--- config.mk ---
export PLATFORM = sky130hd
export DESIGN_NAME = alu
export DESIGN_NICKNAME = d
export VERILOG_FILES = /design/src/rtl/alu.sv
export SDC_FILE = /design/constraint.sdc
export NUM_CORES = 2
export LEC_CHECK = 0
export BUFFER_PORTS_ARGS = -buffer_cell sky130_fd_sc_hd__buf_2
export CAP_MARGIN = 10
export CORE_MARGIN = 2
export CORE_UTILIZATION = 31
export CTS_CLUSTER_DIAMETER = 120
export DETAILED_ROUTE_END_ITERATION = 6
export GPL_TIMING_DRIVEN = 0
export HOLD_SLACK_MARGIN = 0.1
export PLACE_DENSITY = 0.54
export SLEW_MARGIN = 20
export SYNTH_ARGS = -nofsm -noshare
export SYNTH_HDL_FRONTEND = slang
export SYNTH_SLANG_ARGS = --single-unit
export TNS_END_PERCENT = 50
--- constraint.sdc ---
create_clock -name clk -period 6.3 [get_ports clk]
set_input_delay 0.945 -clock clk [delete_from_list [all_inputs] [get_ports clk]]
set_output_delay 0.945 -clock clk [all_outputs]
set_load 0.005 [all_outputs]
--- src/rtl/alu.sv ---
// Fixed-point neuron arithmetic unit: each enabled cycle it adds a rounded dot
// product to a saturating accumulator. The bias is added once per computation.
module alu #(
    parameter int unsigned SIZE      = 16,
    parameter int unsigned PRECISION = 11,
    parameter int unsigned INPUT_SZ  = 2
) (
    input  logic                               clk,
    input  logic                               rst_n,
    input  logic [INPUT_SZ-1:0][SIZE-1:0]      weights,
    input  logic [INPUT_SZ-1:0][SIZE-1:0]      inputs,
    input  logic [SIZE-1:0]                    bias,
    input  logic                               enable,
    input  logic                               clear,
    output logic [SIZE-1:0]                    value
);

    // Guard bits keep the sum of INPUT_SZ full-precision products from wrapping.
    localparam int unsigned GuardW = $clog2(INPUT_SZ) + 1;
    localparam int unsigned ProdW  = 2 * SIZE;
    localparam int unsigned SumW   = ProdW + GuardW;
    // Two extra bits absorb the accumulator and bias additions.
    localparam int unsigned TotW   = SumW + 2;

    logic [SIZE-1:0]              value_q, value_d;
    logic                         bias_pending_q, bias_pending_d;

    logic signed [ProdW-1:0]      prod [INPUT_SZ];
    logic signed [SumW-1:0]       sum;
    logic signed [SumW-1:0]       round_half;
    logic signed [SumW-1:0]       rounded;
    logic signed [SumW-1:0]       dot;
    logic signed [TotW-1:0]       total;
    logic signed [TotW-1:0]       acc_ext;
    logic signed [TotW-1:0]       bias_ext;
    logic signed [TotW-1:0]       sat_max;
    logic signed [TotW-1:0]       sat_min;
    logic [SIZE-1:0]              sat_result;

    // Full-precision products and their guarded sum.
    always_comb begin
        sum = '0;
        for (int i = 0; i < INPUT_SZ; i++) begin
            prod[i] = $signed(weights[i]) * $signed(inputs[i]);
            sum     = sum + {{GuardW{prod[i][ProdW-1]}}, prod[i]};
        end
    end

    // Round half up once on the sum, then drop the fractional bits.
    always_comb begin
        round_half                = '0;
        round_half[PRECISION-1]   = 1'b1;
        rounded                   = sum + round_half;
        dot                       = rounded >>> PRECISION;
    end

    // Wide total and saturation to the SIZE-bit signed range.
    always_comb begin
        acc_ext  = {{(TotW-SIZE){value_q[SIZE-1]}}, value_q};
        bias_ext = '0;
        if (bias_pending_q) begin
            bias_ext = {{(TotW-SIZE){bias[SIZE-1]}}, bias};
        end
        total   = {{2{dot[SumW-1]}}, dot} + acc_ext + bias_ext;
        sat_max = {{(TotW-SIZE+1){1'b0}}, {(SIZE-1){1'b1}}};
        sat_min = ~sat_max;
        if (total > sat_max) begin
            sat_result = sat_max[SIZE-1:0];
        end else if (total < sat_min) begin
            sat_result = sat_min[SIZE-1:0];
        end else begin
            sat_result = total[SIZE-1:0];
        end
    end

    // Next state: clear wins over enable; otherwise hold.
    always_comb begin
        value_d        = value_q;
        bias_pending_d = bias_pending_q;
        if (clear) begin
            value_d        = '0;
            bias_pending_d = 1'b1;
        end else if (enable) begin
            value_d        = sat_result;
            bias_pending_d = 1'b0;
        end
    end

    // Accumulator and bias flag registers.
    always_ff @(posedge clk or negedge rst_n) begin
        if (!rst_n) begin
            value_q        <= '0;
            bias_pending_q <= 1'b1;
        end else begin
            value_q        <= value_d;
            bias_pending_q <= bias_pending_d;
        end
    end

    assign value = value_q;

endmodule

**Word level (Yosys, flattened, before mapping)**

Index checks and enable logic that the tools add are counted.

- Flip-flop bits (word level): 17
- Bits of input ports: 84
- Output and inout port bits: 16
- Word-level logic and storage cells: 18

- Add/subtract/negate cells: 4
- Multiply operators: 2
- Order comparisons: 2
- Mux-type cells: 7
- Reductions and logical operators: 1

Operators by type and width:

| cell | count |
|---|---|
| multiplier 16 x 16 -> 32 bit | 2 |
| 2-to-1 mux 16 bit | 4 |
| adder 36 bit | 1 |
| greater-than comparator 36 x 16 -> 1 bit (second input constant) | 1 |
| less-than comparator 36 x 16 -> 1 bit (second input constant) | 1 |
| 2-to-1 mux 36 bit | 1 |
| adder 33 x 12 -> 34 bit (second input constant) | 1 |
| adder 32 x 32 -> 33 bit | 1 |
| adder 23 x 16 -> 24 bit | 1 |
| 2-to-1 mux 1 bit | 2 |
| nonzero test 2 bit | 1 |

**Longest topological paths before layout**

- Depth in word-level cells: 10
- Depth in mapped cells: 50
- Depth with buffers taken out: 47

**Worst setup path before layout**

No wires, ideal clock.

- Kind: input port to flip-flop
- Start: input port inputs[17] (netlist bit)
- End: register value_q[8], in the netlist value[8]
- Library setup time: 0.128 ns
- Arrival: 11.377 ns
- Required time: 6.172 ns
- Path slack: -5.205 ns
- Cell stages on the path: 44
- Cell sequence: clkbuf_1 and2_1 fa_1 inv_1 fa_1 inv_1 fa_1 inv_1 fa_1 inv_1 fa_1 fa_1 fa_1 inv_1 fa_1 inv_1 ha_1 a2111o_1 [8 not listed] a21oi_1 o21a_1 o21a_1 o41ai_1 o21ai_1 a311o_1 ha_1 clkbuf_1 nand2_1 o21a_1 a21bo_2 nor2_1 o2111ai_1 or4_4 a2111oi_4 a31o_4 buf_6 o22ai_1

- Cells in the longest elaborated chain, start to end: 10
- Elaborated cells between the ends (all ways): 11
- Those cells by class: 4 x add/sub; 1 x mul; 2 x order compare; 4 x mux

RTL lines:

| what | RTL line | text |
|---|---|---|
| from (decl) | 11 | `input logic [INPUT_SZ-1:0][SIZE-1:0] inputs,` |
| multiplier 16 x 16 -> 32 bit (*) | 44 | `prod[i] = $signed(weights[i]) * $signed(inputs[i]);` |
| adder 32 x 32 -> 33 bit (*) | 45 | `sum = sum + {{GuardW{prod[i][ProdW-1]}}, prod[i]};` |
| adder 33 x 12 -> 34 bit (*) | 53 | `rounded = sum + round_half;` |
| adder 23 x 16 -> 24 bit (*) | 64 | `total = {{2{dot[SumW-1]}}, dot} + acc_ext + bias_ext;` |
| adder 36 bit (*) | 64 |  |
| less-than comparator 36 x 16 -> 1 bit | 69 | `end else if (total < sat_min) begin` |
| 2-to-1 mux 16 bit | 69 |  |
| 2-to-1 mux 16 bit (*) | 67 | `if (total > sat_max) begin` |
| 2-to-1 mux 16 bit (*) | 83 | `end else if (enable) begin` |
| 2-to-1 mux 16 bit (*) | 80 | `if (clear) begin` |
| to (signal assigned) | 95 | `value_q <= value_d;` |
| to (decl) | 25 | `logic [SIZE-1:0] value_q, value_d;` |

Mark *: on every way between the ends. The rest lies on a longest branch, timed or not. The select of a mux whose other input is x is not followed.
A chain may end at the register's enable or synchronous reset.

**Final worst setup path**

- Start: input port inputs[7] (netlist bit)
- End: register value_q[9], in the netlist value[9]

Same word-level chain as after synthesis.

==> impl_metrics.yaml <==
yosys:
  synthCells: 2523
  netlist_area_mm2: 0.0233
  ys_top_cells_by_area: "fa_1 51%, ha_1 11%, inv_1 10%"
  synth_top_area_cell: "fa_1"
  ys_dominant_reg_cell: "dfrtp_1"
  synthArstFlopShare: 1.00
  synth_edf_count: 0
  synthDistinctLibCells: 63
  yosys.area.top_type_share: 0.512
  syn_avg_cell_area_um2: 9.22
  synth_seq_area_share: 0.0183
  syn_nets: 3400
  ys_warn_count: 0
  ys_seq_elements: 17
global_route:
  grt_pass1_vias: 18400
  track_usage: 0.169
  antenna_found_initial: 9
  grt_overflow: 0
  grt_max_degree: 18
  grt_pass1_wl_mm: 102
hold_path:
  min_path_cells: 2
  hold_class: "register to register"
place:
  hpwlAfterDp_mm: 55.8
  portBuffers: 98
  gp_congestion: 0.856
  postPlaceCellArea_mm2: 0.0251
floorplanning:
  io_pins: 100
  die-area_mm2: 0.0773
  core_area_mm2: 0.0743
  die_h_um: 278
  die_x_um: 278
  rows: 100
  start_util: 0.313
critical_path:
  worst_setup_path_start_kind: "input pin"
  endpoint_kind: "register"
  max_stage_delay_ns: 0.55
  crit_type: "input pin to register"
  worst_ep_required_time_ns: 6.40
  critPathMaxFanout: 10
  crit_top_cell: "fa_1"
  crit_arrival_ns: 11.68
  cpMaxStageDelayCell: "or4_4"
  worstRegToRegCells: 26
finish:
  fill_cells: 7757
  mostFrequentLayoutCells: "640 x inv_1, 581 x fa_1, 279 x and2_1"
  synthToLayoutAreaGrowth_pct: 14.6
  drive_gt1_frac: 0.132
  nets: 3560
  stdcell_area_mm2: 0.0267
  final_common_cell: "inv_1"
timing:
  post-route-period-util: 1.84
  fmax_mhz: 86.4
  finClkSkew_ns: 0.00187
  finalSetupTns_ns: -83.67
  slew_headroom: 0.546
  setup_ws_ns: -5.28
  rsz0062_at_grt: "yes"
  setup_viol: 16
  tightestPinTransition_ns: 0.681
  drv_slew: 0
  finalHoldViolCount: 0
  min_period_ns: 11.58
route:
  wire_per_inst_um: 17.2
  vias_per_cell: 4.67
  wl_mm: 62.9
  detail_route.first_pass.iterations: 5
  drcViolationCount: 0
  wl_met3_mm: 2.58
  wl_met2_mm: 32.2
  wl_met1_mm: 26.6
  vias: 17100
  dr.max_layer_used: "met5"
  drt-initial-drc-count: 714
  ant_nets: 0
clocking:
  cts_made_buffers: 3
  cts_tree: "done"
  cts_root_buffer: "clkbuf_16"
  path_clk_slew_ns: 0.05
  cts_num_sinks: 17
  htreeDepth: 1
  clock_path_buffers: 2
  clock_latency_ns: 0.24
job:
  drv_cap: 0
status:
  violations: "negative setup slack"
  outcome: "finished, violations left"
[cells by family (layout without fill, tap and decap cells)]
kind of cell / count (synthesis) / in the layout / synth area share
buffers and inverters: 725 / 883 / 0.117
adders and majority gates: 793 / 793 / 0.618
xor gates and xnor gates: 69 / 69 / 0.0260
other: 0 / 1 / 0
AOI/OAI and AO/OA: 210 / 211 / 0.0621
muxes: 4 / 4 / 0.00172
and+or+nand+nor: 705 / 705 / 0.156
DFF: 17 / 17 / 0.0183
[state kept, by name (all words and copies together), names as in the netlist]
name,count
bias_pending_q,1
value,16
[metal layers]
layer / GRT usage / up-vias
met5: 0 / -
met4: 0.0330 / 4
met3: 0.0149 / 58
met2: 0.300 / 323
met1: 0.227 / 8876
li1: - / 7792
[path summary, 6_finish.rpt]
path / from / to / slack [ns]
hold / removal: value[0] / value[0] / 0.59
hold reg to reg: value[0] / value[0] / 0.59
setup / recovery: inputs[7] / value[9] / -5.28
setup reg to reg: value[0] / value[9] / 1.01
max in group asynchronous: rst_n / bias_pending_q / 5.37
min in group asynchronous: rst_n / value[15] / 0.61
[final cells by class]
type | instances | area [µm²] | share of cell area
clock buffer | 4 | 78.8 | 0.00296
inverter | 647 | 2440 | 0.0915
sequential | 17 | 427 | 0.0160
multi-input combinational | 1782 | 20800 | 0.779
antenna | 1 | 2.50 | 0.0000938
timing repair buffer | 158 | 1070 | 0.0400
tap | 969 | 1210 | 0.0455
buffer | 74 | 679 | 0.0255
[what timing repair did]
| action | CTS | global route |
|---|---|---|
| resized for setup | 233 | 66 |
| hold buffers | 0 | 0 |
| cloned | 3 | 0 |
| pin swaps | 65 | 56 |
| endpoints found under the setup margin | 16 | 16 |
| buffers inserted | 44 | 14 |
[Yosys cell counts, types with 3 or more instances]
library cell    n
a2111o_1        4
a211o_1         3
a211oi_1       14
a21o_1         25
a21oi_1        60
a31oi_1         6
and2_1        284
and3_1          9
and4_1          3
clkbuf_1       75
dfrtp_1        16
fa_1          595
ha_1          198
inv_1         647
mux2i_1         4
nand2_1       250
nand2b_1       23
nand3_1        21
nand3b_1        4
nand4_1         4
nor2_1         58
nor2b_1        13
nor3_1         11
nor3b_1         4
o2111ai_1       4
o211ai_1        6
o21a_1         17
o21ai_0        26
o21ai_1         4
o21bai_1       12
o32ai_1         5
or2_2           3
or3_1          11
xnor2_1        52
xor2_1         17
[worst max-delay path, delay by kind of cell]
family          cells  cell delay, ns
simple gates       10            2.08
fa+ha+maj          11            4.75
compound gates     13            2.35
buf+inv            10            1.29
xor+xnor            1            0.25
[metrics by stage]
stage | std cells | util | hold WS [ns] | setup slack [ns]
floorplan | 2523 | - | 0.566 | -4.66
global placement | 3590 | 0.337 | 0.579 | -6.69
detailed placement | 3590 | 0.337 | 0.584 | -6.73
CTS | 3638 | 0.355 | 0.591 | -5.23
global route | 3651 | 0.359 | 0.627 | -5.79
finish | 3652 | 0.359 | 0.590 | -5.28
Power is left out: the tool's default activity adds up to more than one toggle a clock period on the data nets, which glitch-free logic cannot reach.
